[src/rtl/branch_seq_if.sv]
// Register-file read port used by the branch sequencer to fetch Ra.
// The master side issues the request and index; the slave side (register
// file) answers with an acknowledge and the register contents in the same cycle.
interface branch_seq_if #(
    parameter int DATA_W = 32
);
    logic              ra_req;
    logic [3:0]        ra_sel;
    logic              ra_ack;
    logic [DATA_W-1:0] ra_data;

    modport master (
        output ra_req,
        output ra_sel,
        input  ra_ack,
        input  ra_data
    );

    modport slave (
        input  ra_req,
        input  ra_sel,
        output ra_ack,
        output ra_data
    );
endinterface

[src/rtl/branch_seq.sv]
// Branch-resolution sequencer: on start it fetches Ra from the register file,
// evaluates the 2-bit branch condition, computes pc_in + sext(offset) and
// reports the outcome with a one-cycle done / pc_load pulse.
// Every output comes straight from a flop; nothing is combinational from inputs.
module branch_seq #(
    parameter int DATA_W = 32
) (
    input  logic              clock,
    input  logic              clear,
    input  logic              start,
    input  logic [DATA_W-1:0] IR,
    input  logic [DATA_W-1:0] pc_in,
    branch_seq_if.master      rf,
    output logic              busy,
    output logic              done,
    output logic              taken,
    output logic              pc_load,
    output logic [DATA_W-1:0] pc_out
);

    localparam logic [1:0] IDLE = 2'd0;
    localparam logic [1:0] REQ  = 2'd1;
    localparam logic [1:0] EVAL = 2'd2;
    localparam logic [1:0] DONE = 2'd3;

    logic [1:0]        state;
    logic [1:0]        cond_q;
    logic [18:0]       offset_q;
    logic [DATA_W-1:0] pc_q;
    logic [DATA_W-1:0] ra_val;

    logic              cond_met;
    logic [DATA_W-1:0] target;

    // Only the Ra select, condition and offset fields of IR are meaningful here.
    logic unused_ir_bits;
    assign unused_ir_bits = ^{IR[DATA_W-1:27], IR[22:21]};

    // Condition evaluation on the captured Ra value and the branch target sum.
    always_comb begin
        cond_met = 1'b0;
        case (cond_q)
            2'b00:   cond_met = (ra_val == '0);
            2'b01:   cond_met = (ra_val != '0);
            2'b10:   cond_met = ~ra_val[DATA_W-1];
            default: cond_met = ra_val[DATA_W-1];
        endcase
        target = pc_q + {{(DATA_W-19){offset_q[18]}}, offset_q};
    end

    // Sequencer state machine; all outputs are registered alongside the state.
    always_ff @(posedge clock) begin
        if (!clear) begin
            state     <= IDLE;
            cond_q    <= '0;
            offset_q  <= '0;
            pc_q      <= '0;
            ra_val    <= '0;
            rf.ra_req <= 1'b0;
            rf.ra_sel <= '0;
            busy      <= 1'b0;
            done      <= 1'b0;
            taken     <= 1'b0;
            pc_load   <= 1'b0;
            pc_out    <= '0;
        end else begin
            case (state)
                IDLE: begin
                    done    <= 1'b0;
                    pc_load <= 1'b0;
                    if (start) begin
                        cond_q    <= IR[20:19];
                        offset_q  <= IR[18:0];
                        pc_q      <= pc_in;
                        rf.ra_sel <= IR[26:23];
                        rf.ra_req <= 1'b1;
                        busy      <= 1'b1;
                        state     <= REQ;
                    end
                end
                REQ: begin
                    if (rf.ra_ack) begin
                        ra_val    <= rf.ra_data;
                        rf.ra_req <= 1'b0;
                        state     <= EVAL;
                    end
                end
                EVAL: begin
                    taken   <= cond_met;
                    pc_load <= cond_met;
                    pc_out  <= cond_met ? target : pc_q;
                    done    <= 1'b1;
                    state   <= DONE;
                end
                DONE: begin
                    done    <= 1'b0;
                    pc_load <= 1'b0;
                    busy    <= 1'b0;
                    state   <= IDLE;
                end
                default: begin
                    rf.ra_req <= 1'b0;
                    busy      <= 1'b0;
                    done      <= 1'b0;
                    pc_load   <= 1'b0;
                    state     <= IDLE;
                end
            endcase
        end
    end

endmodule
[src/flat_wrapper.sv]
// flat-port wrapper written by rule: the top's interface ports become plain ports
module branch_seq_flat 
#(
    parameter int DATA_W = 32
)
  (clock, clear, start, IR, pc_in, busy, done, taken, pc_load, pc_out, rf_ra_req, rf_ra_sel, rf_ra_ack, rf_ra_data);
  branch_seq_if #(.DATA_W(DATA_W)) rf_i ();
  input  logic clock;
  input  logic clear;
  input  logic start;
  input  logic [DATA_W-1:0] IR;
  input  logic [DATA_W-1:0] pc_in;
  output logic busy;
  output logic done;
  output logic taken;
  output logic pc_load;
  output logic [DATA_W-1:0] pc_out;
  output wire logic [$bits(rf_i.ra_req)-1:0] rf_ra_req;
  output wire logic [$bits(rf_i.ra_sel)-1:0] rf_ra_sel;
  input wire logic [$bits(rf_i.ra_ack)-1:0] rf_ra_ack;
  input wire logic [$bits(rf_i.ra_data)-1:0] rf_ra_data;
  assign rf_ra_req = rf_i.ra_req;
  assign rf_ra_sel = rf_i.ra_sel;
  assign rf_i.ra_ack = rf_ra_ack;
  assign rf_i.ra_data = rf_ra_data;
  branch_seq #(.DATA_W(DATA_W)) u_core (.clock(clock), .clear(clear), .start(start), .IR(IR), .pc_in(pc_in), .rf(rf_i), .busy(busy), .done(done), .taken(taken), .pc_load(pc_load), .pc_out(pc_out));
endmodule
[config.mk]
export PLATFORM = sky130hd
export DESIGN_NAME = branch_seq_flat
export DESIGN_NICKNAME = d
export VERILOG_FILES = /design/src/rtl/branch_seq_if.sv /design/src/rtl/branch_seq.sv /design/src/flat_wrapper.sv
export SDC_FILE = /design/constraint.sdc
export NUM_CORES = 1
export LEC_CHECK = 0
export CORE_MARGIN = 2
export CORE_UTILIZATION = 37
export DETAILED_ROUTE_END_ITERATION = 6
export SLEW_MARGIN = 0
export SYNTH_ARGS = -nofsm -noshare
export SYNTH_HDL_FRONTEND = slang
export SYNTH_SLANG_ARGS = --single-unit
export TNS_END_PERCENT = 1
[constraint.sdc]
create_clock -name clock -period 3.1 [get_ports clock]
set_input_delay 0.62 -clock clock [delete_from_list [all_inputs] [get_ports clock]]
set_output_delay 0.62 -clock clock [all_outputs]
set_load 0.1 [all_outputs]
==> results of run 1 <==
==> metrics by stage <==
| stage | hold slack (ns) | util (%) | worst slack [ns] | total power, mW | std cells |
|---|---|---|---|---|---|
| final | 0.454 | 49.0 | 0.225 | 8.32 | 1233 |
| after global routing | 0.471 | 49.0 | 0.0148 | 8.83 | 1233 |
| after CTS | 0.458 | 48.9 | 0.0619 | 8.38 | 1233 |
| after detailed placement | 0.449 | 45.7 | 0.0823 | 6.42 | 1201 |
| after global placement | 0.444 | 45.7 | 0.0959 | 6.40 | 1201 |
| after floorplan | 0.436 | - | 0.252 | 5.34 | 874 |
==> layout by cell type, fill, tap and decap left out, types with 4 or more instances in the layout <==
master	count
xor2_1	8
dfxtp_1	128
a311oi_1	12
nor2_1	48
and3_1	9
a31oi_1	4
o21ai_0	31
inv_1	6
clkbuf_16	17
nand3_1	15
nand2_1	233
a21o_1	15
ha_1	35
nand4_1	7
a21oi_1	143
nor4_1	7
clkdlybuf4s50_1	92
nor3_1	9
a221oi_1	5
nor2b_1	7
nand2b_1	8
o211ai_1	6
buf_4	60
a211oi_1	10
inv_6	4
xnor2_1	12
==> registers in the layout (all words and copies together), names as in the netlist, 2 cells and up <==
register,count
u_core.pc_out,32
u_core.pc_q,32
u_core.ra_val,32
u_core.offset_q,19
u_core.rf.ra_sel,4
u_core.cond_q,2
u_core.state,2
==> worst paths after layout <==
path / from / endpoint / slack, ns / cells past startpoint
max: u_core.pc_q[0] / u_core.pc_out[24] / 0.22 / 10
max reg2reg: u_core.pc_q[0] / u_core.pc_out[24] / 0.22 / 10
min: u_core.ra_val[6] / u_core.ra_val[6] / 0.45 / 2
min reg2reg: u_core.ra_val[6] / u_core.ra_val[6] / 0.45 / 2
==> cells by family (layout without fill, tap and decap cells) <==
family	Yosys count	in the layout
AOI/OAI and AO/OA	261	261
muxes	3	3
buffers and inverters	64	194
xor gates and xnor gates	22	22
adders and majority gates	37	37
DFF	128	128
and+or+nand+nor	359	359
==> what timing repair did <==
| item | CTS | global route |
|---|---|---|
| setup endpoints to repair | 0 | 6 |
| hold buffers | 0 | 0 |
| resized for setup | 0 | 3 |
==> worst max-delay path, delay by kind of cell, from the launching register on <==
family / cells / cell delay (ns)
AND/OR/NAND/NOR: 1 / 0.10
multiplexers: 1 / 0.31
AO/OA/AOI/OAI: 6 / 1.44
flip-flops: 1 / 0.33
adder cells (fa/ha/maj): 2 / 0.60
==> report_power, final <==
| part | switching (mW) | total, mW | internal (mW) | leakage, nW |
|---|---|---|---|---|
| sequential | 0.261 | 2.27 | 2.01 | 1.05 |
| clock | 0.770 | 1.95 | 1.18 | 0.282 |
| combinational | 2.88 | 4.10 | 1.22 | 2.18 |
==> synthesized netlist by cell type, drive strengths merged, types with 2 or more instances <==
master | instances | area (sq um)
xnor2 | 13 | 133
nand4 | 7 | 43.8
clkinv | 2 | 7.51
nor2 | 49 | 191
nor3 | 10 | 50.1
o211ai | 6 | 45.0
and2 | 4 | 25.0
and3 | 12 | 78.8
buf | 9 | 78.8
o21a | 3 | 22.5
inv | 6 | 22.5
nand3 | 15 | 75.1
a31o | 3 | 35.0
a31oi | 5 | 31.3
a21oi | 144 | 724
or2 | 2 | 12.5
a211o | 2 | 17.5
a211oi | 10 | 75.1
a21boi | 2 | 15.0
dfxtp | 128 | 2560
o31ai | 4 | 35.0
a311oi | 13 | 120
nand2b | 8 | 50.1
clkbuf | 47 | 186
nor3b | 2 | 15.0
a21o | 17 | 130
a221oi | 5 | 43.8
o2111ai | 3 | 32.5
ha | 36 | 450
xor2 | 9 | 86.3
nor2b | 7 | 43.8
nand2 | 234 | 878
o21bai | 4 | 45.0
mux2 | 2 | 26.3
nor4 | 7 | 43.8
o21ai | 34 | 170
==> metal layers <==
layer	wire, um	part of all wire, %	global-route usage [%]
met3	893	4.9	5.08
met2	8270	45	30.4
met5	0	0	0
met4	228	1.2	5.95
met1	8860	49	26.1
==> cell type report <==
type	count	area, sq um
multi-input cells	682	3900
fillers	1838	9140
repair buffers	154	1410
clock inverters	10	100
flip-flops and latches	128	2560
well taps	229	287
inverters	8	31.3
clock buffers	22	474
==> results_dict.tcl, run 1 <==
set metrics [dict create \
    cts_tree "built" \
    finalSetupViolCount 0 \
    synth_compound_area_share_pct 24.0 \
    max-slew-margin-rel_pct 63.5 \
    worst_slew_pin_slew_ns 0.547 \
    drive_gt1_share_pct 11.9 \
    pin_count 141 \
    grt_pass1_vias 6114 \
    grt_pass1_wl_mm 30.3 \
    arrival_ns 3.20 \
    dpl_cell_area_sq_mm 0.00818 \
    critical_path_class "flop to flop" \
    cts.htree.levels 4 \
    fin_area_sq_mm 0.00876 \
    die_y_um 139 \
    crit_chain "ha_1 -> fa_2 -> a21o_1 -> a311oi_2 -> nor3_2 -> o31ai_2 -> a21oi_2 -> a31o_4 -> mux2_4 -> a2111oi_4" \
    gr-usage-all-layers_pct 19.3 \
    yosys-mux-area-fraction_pct 0.540 \
    start_util_pct 37.6 \
    cp.required_ns 3.43 \
    vias_per_cell 5.09 \
    antennaDiodeCount 0 \
    status "finished, final reports clean" \
    dr.pass1.iters 4 \
    drv_cap 0 \
    antenna_found_initial 0 \
    clock-sinks 128 \
    worstSkewPairLatency_ns 0.43 \
    synth_nets 1011 \
    root_buffer "clkbuf_16" \
    via_count 6274 \
    postSynthAreaPerCell_sq_um 7.69 \
    post-route-period-util_pct 92.8 \
    yosysWarnings 0 \
    grt_max_degree 51 \
    max_freq_mhz 348 \
    netlist_area_sq_mm 0.00672 \
    fin_setup_tns_ns 0 \
    start_kind "flop" \
    die_w_um 139 \
    synth_seq_cells 128 \
    overflow 0 \
    synth_cell_types 63 \
    rows 49 \
    slew_viol_final 0 \
    core-area_sq_mm 0.0179 \
    cts_made_buffers 17 \
    crit_path_top_delay_cell "fa_2" \
    worstPathMaxFanout 3 \
    fin_nets 1128 \
    endpoint_kind "flop" \
    portBuffers 133 \
    synth_edf_count 0 \
    synth_top_family_by_area "compound AO/OA/AOI/OAI gates" \
    drc 0 \
    synth-xor-area-share_pct 3.26 \
    leakage_nw 3.51 \
    synth-adder-area-share_pct 7.00 \
    ant_nets 0 \
    clkSlewWorstSetupHoldPaths_ns 0.06 \
    rsz0062_at_grt "no" \
    synthToLayoutAreaGrowth_pct 30.3 \
    synth_cells 874 \
    wl_per_cell_um 14.8 \
    ir_worst_vdd_uv 593 \
    cpPeakStageDelay_ns 0.36 \
    place_congestion 0.831 \
    clock_skew_ns 0.0114 \
    postCtsSetupRepairBufs 0 \
    period_minus_slack_ns 2.88 \
    clock_tree.buffer_depth 2 \
    dp_hpwl_mm 13.1 \
    hold_viol 0 \
    synthArstFlopShare_pct 0 \
    yosys.area_share.simple_pct 22.7 \
    min_path_type "flop to flop" \
    powerDensity_mw_per_mm2 949 \
    drt_iter0_drc 277 \
    yosysSeqAreaShare_pct 38.1 \
    dieArea_sq_mm 0.0193 \
    routed_wl_mm 18.3 \
    synth_ff_type "dfxtp_1" \
]
Note: power is estimated with default switching activity, not from simulation.
==> run 2, diff against run 1 <==
--- a/config.mk
+++ b/config.mk
@@ -6,8 +6,9 @@
 export NUM_CORES = 1
 export LEC_CHECK = 0
 export CORE_MARGIN = 2
-export CORE_UTILIZATION = 37
+export CORE_UTILIZATION = 47
 export DETAILED_ROUTE_END_ITERATION = 6
+export PLACE_DENSITY = 0.77
 export SLEW_MARGIN = 0
 export SYNTH_ARGS = -nofsm -noshare
 export SYNTH_HDL_FRONTEND = slang
==> results_dict.tcl, run 2 (same netlist as run 1, synthesis figures left out) <==
set metrics [dict create \
    die_y_um 124 \
    drt_iter0_drc 371 \
    period_minus_slack_ns 2.95 \
    regToRegSetupSlack_ns 0.15 \
    pin_count 141 \
    antenna_found_initial 0 \
    slew_viol_final 0 \
    rr_endpoint "u_core.pc_out[24]" \
    fin_setup_tns_ns 0 \
    switching_share_pct 46.8 \
    fin_nets 1125 \
    post-route-period-util_pct 95.3 \
    reg.largest.list "u_core.pc_out: 32 flops, u_core.pc_q: 32 flops, u_core.ra_val: 32 flops" \
    worstPathMaxFanout 3 \
    whs_path_depth 2 \
    r2r_cells 10 \
    clock_tree.buffer_depth 2 \
    dr.pass1.iters 5 \
    overflow 0 \
    pwr-share-comb_pct 48.8 \
    min_path_type "flop to flop" \
    r2r_start "u_core.pc_q[0]" \
    drc 0 \
    drive_gt1_share_pct 11.5 \
    hold_viol 0 \
    cp.required_ns 3.41 \
    clockPowerShare_pct 23.8 \
    die_w_um 124 \
    place_congestion 0.919 \
    fin_hold_ws_ns 0.455 \
    rsz0062_at_grt "no" \
    powerDensity_mw_per_mm2 956 \
    grt_pass1_vias 6089 \
    net-switching-power_mw 3.88 \
    dpl_cell_area_sq_mm 0.00808 \
    hp-start "u_core.ra_val[29]" \
    start_kind "flop" \
    grt_pass1_wl_mm 28.7 \
    clkSlewWorstSetupHoldPaths_ns 0.06 \
    dieArea_sq_mm 0.0153 \
    layout_commonest_cell "nand2_1" \
    rows 43 \
    p_int_mw 4.41 \
    finalSetupViolCount 0 \
    critical_path_class "flop to flop" \
    clock-sinks 128 \
    worstSkewPairLatency_ns 0.42 \
    cts_made_buffers 17 \
    leakage_nw 3.50 \
    arrival_ns 3.26 \
    holdPathEnd "u_core.ra_val[29]" \
    vias_per_cell 5.47 \
    wl_per_cell_um 15.1 \
    via_count 6458 \
    status "finished, final reports clean" \
    grt_max_degree 43 \
    antennaDiodeCount 0 \
    worst_slew_pin_slew_ns 0.582 \
    cts.htree.levels 4 \
    routed_wl_mm 17.9 \
    synthToLayoutAreaGrowth_pct 29.0 \
    gr-usage-all-layers_pct 23.9 \
    ir_worst_vdd_uv 562 \
    cpPeakStageDelay_ns 0.42 \
    cts_tree "built" \
    portBuffers 133 \
    crit_family "compound AO/OA/AOI/OAI gates" \
    endpoint_kind "flop" \
    drv_cap 0 \
    ant_nets 0 \
    postLayoutCoreUtil_pct 62.2 \
    cp_num_buf_inv 0 \
    start_util_pct 48.3 \
    max-slew-margin-rel_pct 61.2 \
    fin_area_sq_mm 0.00867 \
    max_freq_mhz 338 \
    final_cell_mix "233 x nand2_1, 142 x a21oi_1, 128 x dfxtp_1, 92 x clkdlybuf4s50_1, 58 x buf_4" \
    clock_skew_ns 0.00795 \
    crit_path_top_delay_cell "fa_1" \
    crit_chain "ha_1 -> fa_1 -> a21o_1 -> a311oi_2 -> nor3_1 -> o31ai_2 -> a21oi_2 -> a31o_4 -> mux2_4 -> a2111oi_4" \
    dp_hpwl_mm 12.6 \
    root_buffer "clkbuf_16" \
    core-area_sq_mm 0.0139 \
    seqPwrFrac_pct 27.5 \
]
==> run 2: timing repair <==
| item | 4_1_cts | 5_1_grt |
|---|---|---|
| setup endpoints to repair | 0 | 5 |
| hold endpoints to repair | 0 | 0 |
| hold buffers | 0 | 0 |
| buffers inserted | 0 | 0 |
| gates resized for setup | 0 | 1 |
==> run 2: worst max-delay path by stage <==
stage / startpoint / endpoint / cells past startpoint
final: u_core.pc_q[0] / u_core.pc_out[24] / 10
after global routing: u_core.pc_q[0] / u_core.pc_out[24] / 10
after CTS: u_core.pc_q[0] / u_core.pc_out[24] / 10
after detailed placement: u_core.pc_q[0] / u_core.pc_out[24] / 10
after global placement: u_core.pc_q[0] / u_core.pc_out[24] / 10
after floorplan: u_core.offset_q[18] / u_core.pc_out[29] / 10
==> run 2: worst register-to-register path: stages (launching register included) <==
cell and delay, ns:
dfxtp_1 0.32, ha_1 0.24, fa_1 0.42, a21o_1 0.23, a311oi_2 0.26, nor3_1 0.13
o31ai_2 0.23, a21oi_2 0.14, a31o_4 0.26, mux2_4 0.31, a2111oi_4 0.31
==> run 2: final cells by class <==
| cell class | count | area (sq um) |
|---|---|---|
| Tap cell | 180 | 225 |
| Timing Repair Buffer | 151 | 1380 |
| Clock buffer | 20 | 457 |
| Sequential cell | 128 | 2560 |
| Clock inverter | 12 | 134 |
| Fill cell | 1239 | 5260 |
| Multi-Input combinational cell | 682 | 3890 |
| Inverter | 8 | 31.3 |
==> run 2: per-stage QoR <==
| stage | setup slack (ns) | cells | power (mW) |
|---|---|---|---|
| CTS | 0.0458 | 1181 | 8.32 |
| global placement | 0.103 | 1149 | 6.28 |
| finish | 0.145 | 1181 | 8.30 |
| global route | 0.0111 | 1181 | 8.77 |
| floorplan | 0.252 | 874 | 5.34 |
| detailed placement | 0.0508 | 1149 | 6.34 |
==> run 2: power by group through the flow <==
| stage | logic, mW | registers (mW) | clock network (mW) |
|---|---|---|---|
| 2_1_floorplan | 1.95 | 3.39 | 0 |
| 3_3_place_gp | 3.98 | 2.30 | 0 |
| 3_5_place_dp | 4.03 | 2.30 | 0 |
| 4_1_cts | 4.05 | 2.28 | 2.00 |
| 5_1_grt | 4.39 | 2.32 | 2.06 |
| 6_report | 4.05 | 2.28 | 1.97 |
==> run 2: routing by layer <==
metal	GRT usage, %	wire [um]	vias up
li1	-	-	3277
met1	30.4	8190	3002
met2	39.0	8310	146
met3	6.04	886	33
met4	9.16	470	0
met5	0	0	-
==> run 3, diff against run 2 <==
--- a/config.mk
+++ b/config.mk
@@ -6,9 +6,10 @@
 export NUM_CORES = 1
 export LEC_CHECK = 0
 export CORE_MARGIN = 2
-export CORE_UTILIZATION = 47
+export CORE_UTILIZATION = 48
+export CTS_BUF_LIST = sky130_fd_sc_hd__clkbuf_2 sky130_fd_sc_hd__clkbuf_4 sky130_fd_sc_hd__clkbuf_8
 export DETAILED_ROUTE_END_ITERATION = 6
-export PLACE_DENSITY = 0.77
+export PLACE_DENSITY = 0.79
 export SLEW_MARGIN = 0
 export SYNTH_ARGS = -nofsm -noshare
 export SYNTH_HDL_FRONTEND = slang
==> results_dict.tcl, run 3 (same netlist as run 1, synthesis figures left out) <==
set metrics [dict create \
    overflow 0 \
    synthToLayoutAreaGrowth_pct 26.0 \
    max-slew-margin-rel_pct 45.2 \
    place_congestion 0.901 \
    antennaDiodeCount 0 \
    post_cts_resized 0 \
    leakage_nw 3.41 \
    die_y_um 122 \
    via_count 6438 \
    worst_slew_pin_slew_ns 0.820 \
    min_path_type "flop to flop" \
    ant_nets 0 \
    clock_skew_ns 0.00852 \
    layout_commonest_cell "nand2_1" \
    cts.htree.levels 4 \
    grt_pass1_vias 5883 \
    r2r_start "u_core.pc_q[0]" \
    root_buffer "clkbuf_8" \
    start_kind "flop" \
    critical_path_class "flop to flop" \
    reg.largest.list "u_core.pc_out: 32 flops, u_core.pc_q: 32 flops, u_core.ra_val: 32 flops" \
    drive_gt1_share_pct 11.6 \
    crit_family "compound AO/OA/AOI/OAI gates" \
    postLayoutCoreUtil_pct 61.5 \
    drc 0 \
    rr_endpoint "u_core.pc_out[24]" \
    powerDensity_mw_per_mm2 907 \
    regArea_sq_mm 0.00256 \
    final_cell_mix "233 x nand2_1, 143 x a21oi_1, 128 x dfxtp_1, 92 x clkdlybuf4s50_1, 58 x buf_4" \
    antenna_found_initial 0 \
    start_util_pct 48.8 \
    regToRegSetupSlack_ns 0.15 \
    whs_path_depth 2 \
    cp_num_buf_inv 0 \
    grt_max_degree 42 \
    nFillCells 1260 \
    hold_viol 0 \
    dp_hpwl_mm 12.3 \
    crit_chain "ha_1 -> fa_1 -> a21o_1 -> a311oi_2 -> nor3_2 -> o31ai_2 -> a21oi_2 -> a31o_4 -> mux2_4 -> a2111oi_4" \
    arrival_ns 3.30 \
    dr.pass1.iters 5 \
    die_w_um 122 \
    fin_setup_tns_ns 0 \
    rows 43 \
    postCtsHoldBufs 0 \
    worstSkewPairLatency_ns 0.45 \
    postCtsSetupRepairBufs 0 \
    post-route-period-util_pct 95.0 \
    drt_iter0_drc 409 \
    slew_viol_final 0 \
    clock_tree.buffer_depth 2 \
    portBuffers 133 \
    ir_worst_vdd_uv 713 \
    core-area_sq_mm 0.0138 \
    max_freq_mhz 340 \
    cp.required_ns 3.46 \
    multiInputGateArea_sq_mm 0.00389 \
    grt_pass1_wl_mm 27.8 \
    vias_per_cell 5.46 \
    drv_cap 0 \
    clkSlewWorstSetupHoldPaths_ns 0.07 \
    cts_tree "built" \
    fin_nets 1125 \
    crit_path_top_delay_cell "fa_1" \
    dieArea_sq_mm 0.0150 \
    cpPeakStageDelay_ns 0.41 \
    routed_wl_mm 17.1 \
    endpoint_kind "flop" \
    wl_per_cell_um 14.5 \
    r2r_cells 10 \
    status "finished, final reports clean" \
    clock-sinks 128 \
    cts_made_buffers 17 \
    worstPathMaxFanout 3 \
    finalSetupViolCount 0 \
    pin_count 141 \
    gr-usage-all-layers_pct 23.5 \
    period_minus_slack_ns 2.95 \
    rsz0062_at_grt "no" \
    hp-start "u_core.ra_val[22]" \
    holdPathEnd "u_core.ra_val[22]" \
]
run 3: layout make-up:
cell class,count,area share [%]
Tap cell,180,2.66
Timing Repair Buffer,151,16.2
Clock buffer,24,3.60
Sequential cell,128,30.2
Inverter,8,0.369
Multi-Input combinational cell,682,45.9
Clock inverter,6,0.975
run 3: power by group:
part / total [mW] / internal [mW] / switching [mW] / leakage (nW)
Combinational: 4.00 / 1.17 / 2.83 / 2.16
Clock: 1.41 / 0.800 / 0.609 / 0.202
Sequential: 2.27 / 2.01 / 0.264 / 1.05
Total: 7.69 / 3.98 / 3.71 / 3.41
run 3: worst min-delay path: stages (launching register included):
cell and delay, ns:
dfxtp_1 0.31, nand2_1 0.05, a21oi_1 0.05
run 3: through the flow:
step	power (mW)	instances	instance area [sq um]	setup slack, ns	hold slack, ns
3_3_place_gp	6.23	1149	8070	0.126	0.443
5_1_grt	8.16	1179	8470	0.00851	0.472
6_report	7.69	1179	8470	0.155	0.455
4_1_cts	7.71	1179	8460	0.0641	0.456
3_5_place_dp	6.28	1149	8070	0.0962	0.447
2_1_floorplan	5.34	874	6720	0.252	0.436
run 3: worst max-delay path by stage:
stage | endpoint | cells after the start | slack (ns) | startpoint
2_1_floorplan | u_core.pc_out[29] | 10 | 0.25 | u_core.offset_q[18]
5_1_grt | u_core.pc_out[24] | 10 | 0.009 | u_core.pc_q[0]
3_3_place_gp | u_core.pc_out[24] | 10 | 0.13 | u_core.pc_q[0]
4_1_cts | u_core.pc_out[20] | 11 | 0.06 | u_core.pc_q[0]
3_5_place_dp | u_core.pc_out[24] | 10 | 0.1 | u_core.pc_q[0]
6_report | u_core.pc_out[24] | 10 | 0.15 | u_core.pc_q[0]
run 3: per-layer routing:
metal / GRT usage (%) / vias up / wire (um)
met2: 37.2 / 178 / 7940
met1: 30.5 / 2945 / 7770
li1: - / 3282 / -
met4: 11.0 / 0 / 410
met5: 0 / - / 0
met3: 5.11 / 33 / 947
==> RTL edit: new RTL, settings of run 3 <==
`DATA_W` is set to 32 in 3 places; all go to 28.
--- a/src/rtl/branch_seq_if.sv
+++ b/src/rtl/branch_seq_if.sv
@@ -3,5 +3,5 @@
 // file) answers with an acknowledge and the register contents in the same cycle.
 interface branch_seq_if #(
-    parameter int DATA_W = 32
+    parameter int DATA_W = 28
 );
     logic              ra_req;
--- a/src/rtl/branch_seq.sv
+++ b/src/rtl/branch_seq.sv
@@ -4,5 +4,5 @@
 // Every output comes straight from a flop; nothing is combinational from inputs.
 module branch_seq #(
-    parameter int DATA_W = 32
+    parameter int DATA_W = 28
 ) (
     input  logic              clock,
--- a/src/flat_wrapper.sv
+++ b/src/flat_wrapper.sv
@@ -2,5 +2,5 @@
 module branch_seq_flat 
 #(
-    parameter int DATA_W = 32
+    parameter int DATA_W = 28
 )
   (clock, clear, start, IR, pc_in, busy, done, taken, pc_load, pc_out, rf_ra_req, rf_ra_sel, rf_ra_ack, rf_ra_data);
Ports: changed (resized IR, pc_in, pc_out and rf_ra_data); port bits go from 141 to 125. The function was not compared with the original's and may differ.
==> RTL edit against run 3 <==
Critical path depth shrank 1; sequential cell count fell by 12; core utilization rose by 1.6 points; critical path type unchanged; setup slack better by 95 ps; design area is 11% lower; area after synthesis fell by 12%; synthesized cell count decreased by 13%; power decreased by 8.8%; global-route usage down 0.60 points; wire length fell by 14%.
==> RTL edit: results <==
[outcome]
status = "complete, no violations"

[synth]
ys_top_cells_by_area = "dfxtp_1 39%, nand2_1 12%, a21oi_1 11%, ha_1 6.8%, nor2_1 2.9%"
ys_top_cells_by_count = "189 x nand2_1, 131 x a21oi_1, 116 x dfxtp_1, 46 x nor2_1, 36 x clkbuf_1"
synth_area_per_cell_um2 = 7.816

[pwr]
peakVddDrop_uv = 785.7
switchingPower_mw = 3.348

[drt]
totalWireLength_um = 14740
avgRoutedWirePerCell_um = 14.46
dr_wl_met2_um = 6836

[grt]
grt_pass1_wl_um = 24290
grt_pass1_vias = 5177
globalRouteTotalUtil_pct = 22.88
grt_max_degree = 88

[layout]
reg_top3 = "u_core.pc_out: 28 flops, u_core.pc_q: 28 flops, u_core.ra_val: 28 flops"
regArea_um2 = 2322
finalNetCount = 980

[clock_network]
clkLatencyLatePin_ps = 430

[setup_path]
critPathMaxFanout = 6
crit_slowest_cell = "nor3_2"

[placed_design]
dpl.cell_count = 987
io_buffers = 121
post_dp_cell_area_um2 = 7161
hpwl_um = 10240
gp_congestion = 0.9479

[sta]
clock_skew_ps = 11.02
timing.slew.headroom_pct = 41.66
RTL edit: cell types whose count changed after synthesis, sizes merged, moves of 7 or more:
cell and delta:
and3 -10, a311oi -11, nand2 -45, o21ai -13
dfxtp -12, mux2i +7, clkbuf -11, inv +8
a21oi -12
RTL edit: per-stage QoR:
| stage | hold WS, ps | setup WS [ps] |
|---|---|---|
| 3_3_place_gp | 441.9 | 316.8 |
| 3_5_place_dp | 447.0 | 301.3 |
| 5_1_grt | 471.1 | 34.96 |
| 2_1_floorplan | 436.0 | 590.5 |
| 6_report | 452.7 | 249.5 |
| 4_1_cts | 457.7 | 203.9 |
RTL edit: worst max-delay path, delay by kind of cell (launching register included):
family | cells | cell delay (ps)
AOI/OAI and AO/OA | 6 | 1390
adders and majority gates | 1 | 380
and+or+nand+nor | 2 | 620
DFF | 1 | 330
RTL edit: cells by family (layout without fill, tap and decap cells):
| logic type | Yosys count | count (layout) | share of synthesized area, % |
|---|---|---|---|
| flops | 116 | 116 | 39.25 |
| simple gates | 290 | 290 | 20.96 |
| buf+inv | 62 | 177 | 4.229 |
| fa+ha+maj | 33 | 33 | 7.105 |
| mux | 12 | 12 | 2.115 |
| compound gates | 223 | 223 | 23.24 |
| xor+xnor | 21 | 21 | 3.109 |
RTL edit: path summary, 6_finish.rpt:
path,start,endpoint,depth (start not counted)
worst min register to register,u_core.ra_val[20],u_core.ra_val[20],2
worst min-delay path,u_core.ra_val[20],u_core.ra_val[20],2
worst max register to register,u_core.pc_q[10],u_core.pc_out[23],9
worst max-delay path,u_core.pc_q[10],u_core.pc_out[23],9
RTL edit: final cells by class:
cell class              count  area share [%]
multi-input cells         579           44.41
flip-flops and latches    116           30.65
repair buffers            131           16.42
clock buffers              19           3.452
well taps                 147           2.428
clock inverters            13           1.949
inverters                  14          0.6936
RTL edit: per-layer routing:
metal / global-route usage, % / vias up
met4: 8.514 / 0
met1: 29.76 / 2580
met2: 36.31 / 161
li1: - / 2837
met3: 6.431 / 20
met5: 0 / -
RTL edit: power groups by stage:
stage,Combinational (mW),Sequential (mW),Clock [mW]
detailed placement,3.52,2.07,0
finish,3.54,2.05,1.42
CTS,3.55,2.04,1.45
global placement,3.49,2.07,0
floorplan,1.65,3.07,0
global route,3.83,2.08,1.52
RTL edit: what timing repair did:
action / CTS / global route
endpoints found under the hold margin: 0 / 0
setup endpoints to repair: 0 / 1
gates resized for setup: 0 / 2
